## src/rtl/bg_tile_fetcher_pkg.sv

```systemverilog
// Shared PPU definitions for the background tile fetcher and its helpers.
package bg_tile_fetcher_pkg;

  typedef enum logic [2:0] {
    IDLE,
    MAP0,
    MAP1,
    LO0,
    LO1,
    HI0,
    HI1,
    PUSH
  } bg_fetch_state_t;

  localparam logic [12:0] BG_MAP0_BASE     = 13'h1800;
  localparam logic [12:0] BG_MAP1_BASE     = 13'h1C00;
  localparam logic [12:0] TILE_SIGNED_BASE = 13'h1000;

endpackage

```

## src/rtl/bg_tile_fetcher_if.sv

```systemverilog
// VRAM read port and BG pixel shifter write port seen by the tile fetcher.
interface bg_tile_fetcher_if;
  logic [12:0] vram_addr;
  logic        vram_rd;
  logic [7:0]  vram_data;
  logic [7:0]  md;
  logic        lo_strobe;
  logic        hi_strobe;
  logic        load_pulse;
  logic        shifter_ready;

  modport master (
    output vram_addr, vram_rd, md, lo_strobe, hi_strobe, load_pulse,
    input  vram_data, shifter_ready
  );

  modport slave (
    input  vram_addr, vram_rd, md, lo_strobe, hi_strobe, load_pulse,
    output vram_data, shifter_ready
  );
endinterface

```

## src/rtl/bg_tile_fetcher_addr_gen.sv

```systemverilog
// Combinational BG map and tile-data address generation (shared with the window fetcher).
module bg_tile_addr_gen
  import bg_tile_fetcher_pkg::*;
(
  input  logic        map_sel,
  input  logic        tile_sel,
  input  logic [7:0]  scx,
  input  logic [7:0]  scy,
  input  logic [7:0]  ly,
  input  logic [4:0]  tile_x,
  input  logic [7:0]  tile,
  input  logic        plane,
  output logic [12:0] map_addr,
  output logic [12:0] tile_addr
);

  logic [7:0]  yy;
  logic [2:0]  row;
  logic [4:0]  col;
  logic [11:0] tile_off;

  // Scrolled line/column give the map entry; signed tile numbers are offsets from the 0x1000 base.
  always_comb begin
    yy        = ly + scy;
    row       = yy[2:0];
    col       = scx[7:3] + tile_x;
    map_addr  = (map_sel ? BG_MAP1_BASE : BG_MAP0_BASE) | {3'b000, yy[7:3], col};
    tile_off  = {tile, row, plane};
    tile_addr = tile_sel ? {1'b0, tile_off} : TILE_SIGNED_BASE + {tile[7], tile_off};
  end

endmodule

```

## src/rtl/bg_tile_fetcher.sv

```systemverilog
// Background tile fetcher: reads map entry and both bitplanes, then hands the tile to the shifter.
module bg_tile_fetcher
  import bg_tile_fetcher_pkg::*;
(
  input  logic                clk,
  input  logic                rst_n,
  input  logic                line_start,
  input  logic                line_end,
  input  logic                stall,
  input  logic                lcdc_map_sel,
  input  logic                lcdc_tile_sel,
  input  logic [7:0]          scx,
  input  logic [7:0]          scy,
  input  logic [7:0]          ly,
  bg_tile_fetcher_if.master   bus,
  output logic [4:0]          tile_x,
  output logic                busy
);

  bg_fetch_state_t state, next_state;

  logic [7:0]  tile_q;
  logic [7:0]  md_q;
  logic        rd_q;
  logic [12:0] map_addr;
  logic [12:0] tile_addr;
  logic [12:0] addr_w;
  logic        rd_w;
  logic        lo_w;
  logic        hi_w;
  logic        load_w;
  logic        tile_x_inc;
  logic        tile_x_clr;
  logic        tile_cap;
  logic [7:0]  md_w;

  bg_tile_addr_gen u_addr_gen (
    .map_sel   (lcdc_map_sel),
    .tile_sel  (lcdc_tile_sel),
    .scx       (scx),
    .scy       (scy),
    .ly        (ly),
    .tile_x    (tile_x),
    .tile      (tile_q),
    .plane     (state == HI0),
    .map_addr  (map_addr),
    .tile_addr (tile_addr)
  );

  // Address mux: map address in MAP0, plane address in LO0/HI0, zero otherwise.
  always_comb begin
    addr_w = 13'h0000;
    case (state)
      MAP0:     addr_w = map_addr;
      LO0, HI0: addr_w = tile_addr;
      default:  addr_w = 13'h0000;
    endcase
  end

  // Next state and strobes; line_end beats stall, stall beats line_start, and a capture only happens if the read really went out last cycle.
  always_comb begin
    next_state = state;
    rd_w       = 1'b0;
    lo_w       = 1'b0;
    hi_w       = 1'b0;
    load_w     = 1'b0;
    tile_x_inc = 1'b0;
    tile_x_clr = 1'b0;
    tile_cap   = 1'b0;
    if (line_end) begin
      next_state = IDLE;
    end else if (stall) begin
      next_state = state;
    end else if (line_start) begin
      next_state = MAP0;
      tile_x_clr = 1'b1;
    end else begin
      case (state)
        IDLE: next_state = IDLE;
        MAP0: begin
          rd_w       = 1'b1;
          next_state = MAP1;
        end
        MAP1: begin
          if (rd_q) begin
            tile_cap   = 1'b1;
            next_state = LO0;
          end else begin
            next_state = MAP0;
          end
        end
        LO0: begin
          rd_w       = 1'b1;
          next_state = LO1;
        end
        LO1: begin
          if (rd_q) begin
            lo_w       = 1'b1;
            next_state = HI0;
          end else begin
            next_state = LO0;
          end
        end
        HI0: begin
          rd_w       = 1'b1;
          next_state = HI1;
        end
        HI1: begin
          if (rd_q) begin
            hi_w       = 1'b1;
            next_state = PUSH;
          end else begin
            next_state = HI0;
          end
        end
        PUSH: begin
          if (bus.shifter_ready) begin
            load_w     = 1'b1;
            tile_x_inc = 1'b1;
            next_state = MAP0;
          end
        end
        default: next_state = IDLE;
      endcase
    end
  end

  // Plane byte follows VRAM during a strobe and otherwise holds the last plane presented.
  always_comb begin
    md_w = (lo_w || hi_w) ? bus.vram_data : md_q;
  end

  assign bus.vram_addr  = addr_w;
  assign bus.vram_rd    = rd_w;
  assign bus.md         = md_w;
  assign bus.lo_strobe  = lo_w;
  assign bus.hi_strobe  = hi_w;
  assign bus.load_pulse = load_w;
  assign busy           = (state != IDLE);

  // State, tile counter, captured tile number and held plane byte; rd_q tracks whether VRAM data is fresh.
  always_ff @(posedge clk) begin
    if (!rst_n) begin
      state  <= IDLE;
      tile_x <= 5'd0;
      tile_q <= 8'h00;
      md_q   <= 8'h00;
      rd_q   <= 1'b0;
    end else begin
      state <= next_state;
      rd_q  <= rd_w;
      md_q  <= md_w;
      if (tile_cap) begin
        tile_q <= bus.vram_data;
      end
      if (tile_x_clr) begin
        tile_x <= 5'd0;
      end else if (tile_x_inc) begin
        tile_x <= tile_x + 5'd1;
      end
    end
  end

endmodule
```

## src/flat_wrapper.sv

```systemverilog
// flat-port wrapper written by rule: the top's interface ports become plain ports
module bg_tile_fetcher_flat import bg_tile_fetcher_pkg::*;
  (clk, rst_n, line_start, line_end, stall, lcdc_map_sel, lcdc_tile_sel, scx, scy, ly, tile_x, busy, bus_vram_addr, bus_vram_rd, bus_md, bus_lo_strobe, bus_hi_strobe, bus_load_pulse, bus_vram_data, bus_shifter_ready);
  bg_tile_fetcher_if bus_i ();
  input  logic clk;
  input  logic rst_n;
  input  logic line_start;
  input  logic line_end;
  input  logic stall;
  input  logic lcdc_map_sel;
  input  logic lcdc_tile_sel;
  input  logic [7:0] scx;
  input  logic [7:0] scy;
  input  logic [7:0] ly;
  output logic [4:0] tile_x;
  output logic busy;
  output wire logic [$bits(bus_i.vram_addr)-1:0] bus_vram_addr;
  output wire logic [$bits(bus_i.vram_rd)-1:0] bus_vram_rd;
  output wire logic [$bits(bus_i.md)-1:0] bus_md;
  output wire logic [$bits(bus_i.lo_strobe)-1:0] bus_lo_strobe;
  output wire logic [$bits(bus_i.hi_strobe)-1:0] bus_hi_strobe;
  output wire logic [$bits(bus_i.load_pulse)-1:0] bus_load_pulse;
  input wire logic [$bits(bus_i.vram_data)-1:0] bus_vram_data;
  input wire logic [$bits(bus_i.shifter_ready)-1:0] bus_shifter_ready;
  assign bus_vram_addr = bus_i.vram_addr;
  assign bus_vram_rd = bus_i.vram_rd;
  assign bus_md = bus_i.md;
  assign bus_lo_strobe = bus_i.lo_strobe;
  assign bus_hi_strobe = bus_i.hi_strobe;
  assign bus_load_pulse = bus_i.load_pulse;
  assign bus_i.vram_data = bus_vram_data;
  assign bus_i.shifter_ready = bus_shifter_ready;
  bg_tile_fetcher u_core (.clk(clk), .rst_n(rst_n), .line_start(line_start), .line_end(line_end), .stall(stall), .lcdc_map_sel(lcdc_map_sel), .lcdc_tile_sel(lcdc_tile_sel), .scx(scx), .scy(scy), .ly(ly), .bus(bus_i), .tile_x(tile_x), .busy(busy));
endmodule
```

## config.mk

```make
export PLATFORM = sky130hd
export DESIGN_NAME = bg_tile_fetcher_flat
export DESIGN_NICKNAME = d
export VERILOG_FILES = /design/src/rtl/bg_tile_fetcher_pkg.sv /design/src/rtl/bg_tile_fetcher_if.sv /design/src/rtl/bg_tile_fetcher_addr_gen.sv /design/src/rtl/bg_tile_fetcher.sv /design/src/flat_wrapper.sv
export SDC_FILE = /design/constraint.sdc
export NUM_CORES = 1
export LEC_CHECK = 0
export ABC_CLOCK_PERIOD_IN_PS = 3650
export BUFFER_PORTS_ARGS = -buffer_cell sky130_fd_sc_hd__buf_2
export CORE_MARGIN = 2
export CORE_UTILIZATION = 50
export CTS_BUF_LIST = sky130_fd_sc_hd__clkbuf_4 sky130_fd_sc_hd__clkbuf_8
export DETAILED_ROUTE_END_ITERATION = 10
export PLACE_DENSITY_LB_ADDON = 0.15
export SLEW_MARGIN = 20
export SYNTH_ARGS = -nofsm -noshare
export SYNTH_HDL_FRONTEND = slang
export SYNTH_SLANG_ARGS = --single-unit
```

## constraint.sdc

```tcl
create_clock -name clk -period 3.65 [get_ports clk]
set_clock_uncertainty 0.1 [all_clocks]
set_input_delay 0.73 -clock clk [delete_from_list [all_inputs] [get_ports clk]]
set_output_delay 0.73 -clock clk [all_outputs]
set_load 0.05 [all_outputs]
```

# After elaboration in Yosys (flattened, before gate mapping)
# Index checks and enable logic that the tools add are counted.
[classes]
add_sub_neg = 4
eq_ne = 8
n_mux = 35
bitwise_logic = 3
n_reduce_logical = 8
[ops]
columns = ["cell", "n"]
rows = [
  ["13-bit one-hot mux with 2 select lines", 1],
  ["1-bit two-way mux", 25],
  ["3-bit one-hot mux with 8 select lines", 1],
  ["13-bit adder, first input constant", 1],
  ["13-bit two-way mux", 1],
  ["13-bit by 10-bit OR with 13-bit output", 1],
  ["3-bit == test, second input constant", 4],
  ["11-bit two-way mux", 1],
  ["3-bit two-way mux", 3],
  ["8-bit adder", 1],
  ["8-bit two-way mux", 1],
  ["3-bit by 2-bit == test with 1-bit output, second input constant", 2],
  ["2-bit OR reduction", 3],
  ["5-bit by 1-bit adder with 5-bit output, second input constant", 1],
  ["5-bit adder", 1],
  ["2-bit two-way mux", 2],
  ["3-bit by 1-bit == test with 1-bit output, second input constant", 1],
  ["3-bit zero test", 1],
  ["3-bit inequality test, second input constant", 1],
  ["3-bit nonzero test", 1],
  ["3-bit OR reduction", 1],
  ["1-bit inverter", 2],
  ["2-bit AND reduction", 1],
  ["1-bit logical OR", 1],
]
[word_totals]
ff_bits = 25
word_cells = 63

# Longest topological paths before layout
# Gate-level depths: netlist of the first run.
[depth]
word_depth = 7
depth_mapped = 6
ltp_nobuf = 6

# Cells and area by module
# A second synthesis of the first run with hierarchy kept.
[unflattened]
cells_unflattened = 255
area_unflattened_um2 = 2059.5
[modules_own_cells]
columns = ["mod", "instances", "cells_each", "area_per_inst_um2"]
rows = [
  ["bg_tile_fetcher", 1, 184, 1477.7],
  ["bg_tile_addr_gen", 1, 71, 581.8],
]

# Worst setup path before layout of the first run
# OpenSTA, ideal clock, no wires.
[synth_timing]
kind = "input -> output"
startpoint = "in scy[0]"
endpoint = "out bus_vram_addr[8]"
t_arrival_ns = 2.902
path_slack_ns = -0.082
stages = 6
path_cell_list = "ha_1 -> fa_1 -> a21oi_1 -> o2111ai_1 -> xnor2_1 -> o21ai_0"
[synth_between]
elab_chain_len = 4
[synth_lines]
columns = ["element", "line", "rtl"]
rows = [
  ["start, declared", "flat_wrapper.sv:13", "input logic [7:0] scy;"],
  ["8-bit adder *", "bg_tile_fetcher_addr_gen.sv:24", "yy = ly + scy;"],
  ["13-bit adder", "bg_tile_fetcher_addr_gen.sv:29", "tile_addr = tile_sel ? {1'b0, tile_off} : TILE_SIGNED_BASE + {tile[7], tile_off};"],
  ["13-bit two-way mux", "bg_tile_fetcher_addr_gen.sv:29", ""],
  ["13-bit one-hot mux with 2 select lines *", "bg_tile_fetcher.sv:53", "case (state)"],
  ["end, declared", "flat_wrapper.sv:17", "output wire logic [$bits(bus_i.vram_addr)-1:0] bus_vram_addr;"],
]
# Mark *: on every way between the ends. The rest lies on a longest branch, timed or not.

# Final worst setup path of the first run
# Same ends and word-level chain as after synthesis.

==> results by group, run 1 <==
Synthesis
  – Synth top area cells: dfxtp_1 (28%), ha_1 (8.3%), mux2_4 (6.7%)
  – Post-synth top area share: 0.277
  – Post-synthesis simple-gate area fraction: 0.243
  – Synth area leader: dfxtp_1
  – Combinational family with the most area after synthesis: simple AND/OR/NAND/NOR gates
  – Synth cell types: 46
  – Post-synth top flop: dfxtp_1
  – Yosys warning total: 0
  – EDFF count, synth: 0
  – Xor/xnor cell area share of the yosys netlist: 0.0680
  – Syn Area/Cell: 9.11 sq um
  – Mapped Area: 1800 sq um
  – Seq/Total Area, Yosys: 0.277
  – Post-synthesis register bit count: 25
  – Cells after synthesis: 198
  – Syn nets: 252
  – Area share of fa/ha/maj cells after synthesis: 0.105
  – Top-count cell post-synth: dfxtp_1
  – Synth async-reset ratio: 0
  – Synth top cells by count: dfxtp_1 (25), nand2_1 (13), nor2b_1 (13)
  – Post-synthesis compound-gate area fraction: 0.146
  – Mux share of post-synthesis cell area: 0.123

STA
  – Post-route minimum period: 3.23 ns
  – Sum Neg Setup Slack: 0 ns
  – Peak Freq: 0.310 GHz
  – RSZ-0062 raised after global routing: false
  – Fin crit share: 0.884
  – Rel. slew slack: 0.683
  – Final Hold Fails: 0
  – Slew Limit Fails: 0
  – Final setup fails: 0
  – Worst-margin pin slew: 0.474 ns

Clocking
  – Root buffer cell: clkbuf_4
  – # hold bufs at CTS: 0
  – H-tree depth: 1
  – Post_cts resized: 0
  – CTS tree: done
  – Post CTS Setup Buffer Count: 0
  – Worst-path clk slew: 0.15 ns
  – Clk buf depth: 2
  – Sinks on Clock Net: 25
  – Number of CTS-inserted buffers: 3
  – Clk Latency, worst-skew pair: 0.32 ns

Outcome
  – Status: completed

Cells and area
  – Share of cells above drive strength 1: 0.332
  – Post-route cell area: 2180 sq um
  – Fillers: 296
  – Synth-to-layout area growth: 20.7%
  – Final nets: 314
  – # diodes: 0

Run
  – Max Cap Violations: 0

Placement
  – Post-detail-place hpwl: 2920 microns
  – Final Wtd Congestion: 0.798
  – Port Buffers: 67
  – Placed cell area: 2150 sq um

Route
  – Via density: 5.21
  – Wire per inst: 12.1 microns
  – Vias: 1588
  – DR pass1 iterations: 5
  – DR iter-0 viols: 61
  – DRC: 0
  – Antenna-violating nets left: 0
  – Final wirelength: 3690 microns

Hold path
  – Cells on Worst Hold Path: 2
  – Hold Path Class: reg2reg

Floorplan
  – Placeable Area: 3390 sq um
  – Die Footprint: 4100 sq um
  – Num ports: 71
  – Die Height: 64.1 microns
  – Placement row count: 21
  – Starting Density: 0.532
  – Die W: 64.1 microns

Global routing
  – First-pass GRT wire length: 6000 microns
  – Initial antenna violation count: 0
  – Vias in the first global route: 1451
  – GRT Overall Usage: 0.179
  – Overflow left after global routing: 0
  – Largest net degree at the start of global routing: 21

Power
  – PD cells: 238 nW/um^2
  – Leak Pwr: 0.00113 uW
  – VDD IR max: 0.176 mV

Critical path
  – Worst Path Class, Setup: in2out
  – Worst Path Arrival: 2.40 ns
  – Worst endpoint required time: 2.82 ns
  – Setup crit start kind: input pin
  – Setup crit end kind: output port
  – R2R cell count: 4
  – CP max FO: 3
flip-flops by register name, summed over array words and instances (netlist names):
register / cells
u_core.md_q: 8
u_core.rd_q: 1
u_core.state: 3
u_core.tile_q: 8
u_core.tile_x: 5
path summary, 6_finish.rpt:
| check | start | end | slack [ns] |
|---|---|---|---|
| hold / removal | u_core.tile_q[5] | u_core.tile_q[5] | 0.44 |
| setup reg to reg | u_core.state[0] | u_core.md_q[6] | 1.85 |
| hold reg to reg | u_core.tile_q[5] | u_core.tile_q[5] | 0.44 |
| setup / recovery | scy[0] | bus_vram_addr[8] | 0.42 |
worst max-delay path: stages:
cell       delay (ns)
buf_2            0.10
ha_1             0.22
fa_1             0.41
a21oi_1          0.23
o2111ai_1        0.18
xnor2_1          0.15
o21ai_1          0.10
buf_2            0.27
final cells by class:
type,instances,area [sq um],area share
clock inverters,1,8.76,0.00402
flip-flops and latches,25,500,0.230
inverters,4,15.0,0.00690
clock buffers,3,22.5,0.0103
well taps,46,57.6,0.0264
repair buffers,67,335,0.154
multi-input cells,159,1240,0.568
kinds of logic after synthesis:
kind of cell / count (synthesis)
XOR/XNOR: 14
flip-flops: 25
buffers and inverters: 14
AO/OA/AOI/OAI: 40
multiplexers: 18
AND/OR/NAND/NOR: 73
adder cells (fa/ha/maj): 14
layout by cell type (no fill, tap or decap), types with 4 or more instances in the layout:
cell / Yosys / layout
buf_2: 5 / 67
dfxtp_1: 25 / 25
nand2_1: 13 / 13
nor2b_1: 13 / 13
nor2_1: 12 / 12
ha_1: 12 / 12
and2_1: 11 / 11
a21oi_1: 9 / 9
xnor2_1: 9 / 9
mux2i_1: 9 / 9
o21ai_0: 10 / 8
mux2_4: 8 / 8
xor2_1: 5 / 5
nand3_1: 5 / 5
inv_1: 4 / 4
metal layers:
metal | part of all wire | GRT usage | up-vias | wire (microns)
li1 | - | - | 819 | -
met1 | 0.44 | 0.220 | 722 | 1630
met5 | 0 | 0 | - | 0
met4 | 0.0054 | 0.0408 | 0 | 20
met3 | 0.065 | 0.0317 | 2 | 240
met2 | 0.49 | 0.320 | 45 | 1800
report_power, final:
part,internal [uW],switching (uW)
Sequential,273,1.57
Clock,44.6,87.9
Combinational,47.4,62.6
through the flow:
step / worst slack [ns] / total power, uW / hold WS [ns] / util / cells
final: 0.424 / 518 / 0.442 / 0.642 / 305
after global routing: 0.285 / 546 / 0.474 / 0.642 / 305
after CTS: 0.418 / 523 / 0.445 / 0.642 / 305
after detailed placement: 0.441 / 391 / 0.412 / 0.633 / 301
after global placement: 0.417 / 391 / 0.401 / 0.633 / 301
after floorplan: 0.00159 / 355 / 0.386 / - / 198
(Power assumes the default switching activity.)
==> run 2, diff against run 1 <==
--- a/config.mk
+++ b/config.mk
@@ -15,4 +15,5 @@
 export SLEW_MARGIN = 20
 export SYNTH_ARGS = -nofsm -noshare
 export SYNTH_HDL_FRONTEND = slang
+export SYNTH_HIERARCHICAL = 1
 export SYNTH_SLANG_ARGS = --single-unit
==> results by group, run 2 <==
Route
  – Wire per inst: 11.9 microns
  – Via density: 5.21
  – DRC: 0
  – DR pass1 iterations: 4
  – DR iter-0 viols: 67
  – Vias: 1872
  – Antenna-violating nets left: 0
  – Final wirelength: 4280 microns

Global routing
  – First-pass GRT wire length: 7000 microns
  – Initial antenna violation count: 0
  – GRT Overall Usage: 0.191
  – Vias in the first global route: 1680
  – Largest net degree at the start of global routing: 28
  – Overflow left after global routing: 0

Critical path
  – Worst Path Class, Setup: in2out
  – Setup crit end kind: output port
  – Reg2reg start: u_core/state[2]
  – Worst Path Arrival: 2.61 ns
  – CP max FO: 2
  – Worst endpoint required time: 2.82 ns
  – Setup crit start kind: input pin
  – CP startpoint: scx[3]

Clocking
  – Sinks on Clock Net: 25
  – CTS tree: done
  – H-tree depth: 1
  – Post CTS Setup Buffer Count: 0
  – Number of CTS-inserted buffers: 3
  – Root buffer cell: clkbuf_8
  – # hold bufs at CTS: 0
  – Post_cts resized: 0
  – Clk buf depth: 2
  – Clk Latency, worst-skew pair: 0.26 ns
  – Worst-path clk slew: 0.09 ns

Placement
  – Post-detail-place hpwl: 3270 microns
  – Port Buffers: 67
  – Final Wtd Congestion: 0.844
  – Placed Cells: 355
  – Pre-CTS setup slack: 0.244 ns

Hold path
  – HP Start: u_core/tile_q[0]
  – Hold Path Class: reg2reg

STA
  – Post-route minimum period: 3.44 ns
  – Final Hold Fails: 0
  – Worst-margin pin slew: 0.686 ns
  – Final setup fails: 0
  – Final hold slack: 0.393 ns
  – RSZ-0062 raised after global routing: false
  – Peak Freq: 0.291 GHz
  – Fin crit share: 0.941
  – Setup WS post-layout: 0.215 ns
  – Rel. slew slack: 0.542
  – Slew Limit Fails: 0
  – Sum Neg Setup Slack: 0 ns

Synthesis
  – Synth async-reset ratio: 0
  – Synth top cells by count: nor2_1 (40), dfxtp_1 (25), a21oi_1 (22)
  – Cells after synthesis: 255
  – Post-synth top area share: 0.243
  – Mapped Area: 2060 sq um
  – Syn Area/Cell: 8.08 sq um
  – Post-synthesis register bit count: 25
  – Synth area leader: dfxtp_1
  – Yosys warning total: 6
  – Top-count cell post-synth: nor2_1
  – EDFF count, synth: 0
  – Post-synth top flop: dfxtp_1
  – Seq/Total Area, Yosys: 0.243
  – Synth top area cells: dfxtp_1 (24%), ha_1 (7.3%), nor2_1 (7.3%)
  – Synth cell types: 50

Cells and area
  – # diodes: 0
  – Largest regs: u_core/md_q x8, u_core/tile_q x8, u_core/tile_x x5
  – Commonest cells after routing, fill and taps aside: buf_2 (67), nor2_1 (40), dfxtp_1 (25), a21oi_1 (22), nand2_1 (16)
  – Synth-to-layout area growth: 16.7%
  – Register Area: 500 sq um
  – Final nets: 364
  – Final non-filler cell total: 359
  – Most common cell after layout, fill and taps aside: buf_2
  – Fillers: 349
  – Area of the multi-input gates: 1400 sq um
  – Share of cells above drive strength 1: 0.311

Floorplan
  – Placeable Area: 3970 sq um
  – Die Footprint: 4650 sq um
  – Die W: 68.2 microns
  – Placement row count: 23
  – Die Height: 68.2 microns
  – Starting Density: 0.519
  – Num ports: 71

Outcome
  – Status: completed

Power
  – Leak Pwr: 0.00114 uW
  – VDD IR max: 0.244 mV
  – Total power draw: 593 uW
  – PD cells: 247 nW/um^2

Run
  – Max Cap Violations: 0
[run 2: report_power, final]
| part | internal [uW] | switching [uW] |
|---|---|---|
| combinational | 64.9 | 87.1 |
| clock | 77.4 | 88.4 |
| sequential | 273 | 1.74 |
| total | 415 | 177 |
[run 2: logic make-up (layout without fill, tap and decap cells)]
family | Yosys count | in the layout | share of synthesized area
other | 1 | 2 | 0.00182
multiplexers | 21 | 21 | 0.122
AO/OA/AOI/OAI | 53 | 53 | 0.159
XOR/XNOR | 12 | 12 | 0.0510
adder cells (fa/ha/maj) | 14 | 14 | 0.0923
buffers and inverters | 30 | 83 | 0.0808
flip-flops | 25 | 25 | 0.243
AND/OR/NAND/NOR | 99 | 99 | 0.250
[run 2: final cells by class]
cell class / instances / share of cell area
Tap cell: 50 / 0.0260
Clock inverter: 1 / 0.00312
Sequential cell: 25 / 0.208
Multi-Input combinational cell: 201 / 0.581
Timing Repair Buffer: 71 / 0.152
Clock buffer: 3 / 0.0172
Inverter: 8 / 0.0125
[run 2: worst paths after layout]
check / end / slack [ns] / cells past startpoint
worst min-delay path: u_core/tile_q[0] / 0.39 / 2
worst max-delay path: bus_vram_addr[4] / 0.21 / 11
worst max register to register: u_core/tile_q[2] / 1.66 / 5
worst min register to register: u_core/tile_q[0] / 0.39 / 2
[run 2: worst max-delay path, cell delays in order]
cell,delay [ns]
buf_2,0.10
ha_1,0.21
fa_1,0.40
a21o_1,0.17
a21oi_1,0.22
xnor2_1,0.17
mux2i_1,0.09
nor2_1,0.11
a21oi_1,0.05
nor2_1,0.09
buf_2,0.27
[run 2: metrics by stage]
step / util / instance area [sq um]
3_5_place_dp: 0.593 / 2350
2_1_floorplan: - / 2060
3_3_place_gp: 0.593 / 2350
5_1_grt: 0.605 / 2400
6_report: 0.605 / 2400
4_1_cts: 0.605 / 2400
[run 2: metal layers]
layer | GRT usage | part of all wire
met5 | 0 | 0
met1 | 0.259 | 0.51
met4 | 0.0500 | 0.0080
met3 | 0.0280 | 0.055
met2 | 0.317 | 0.43
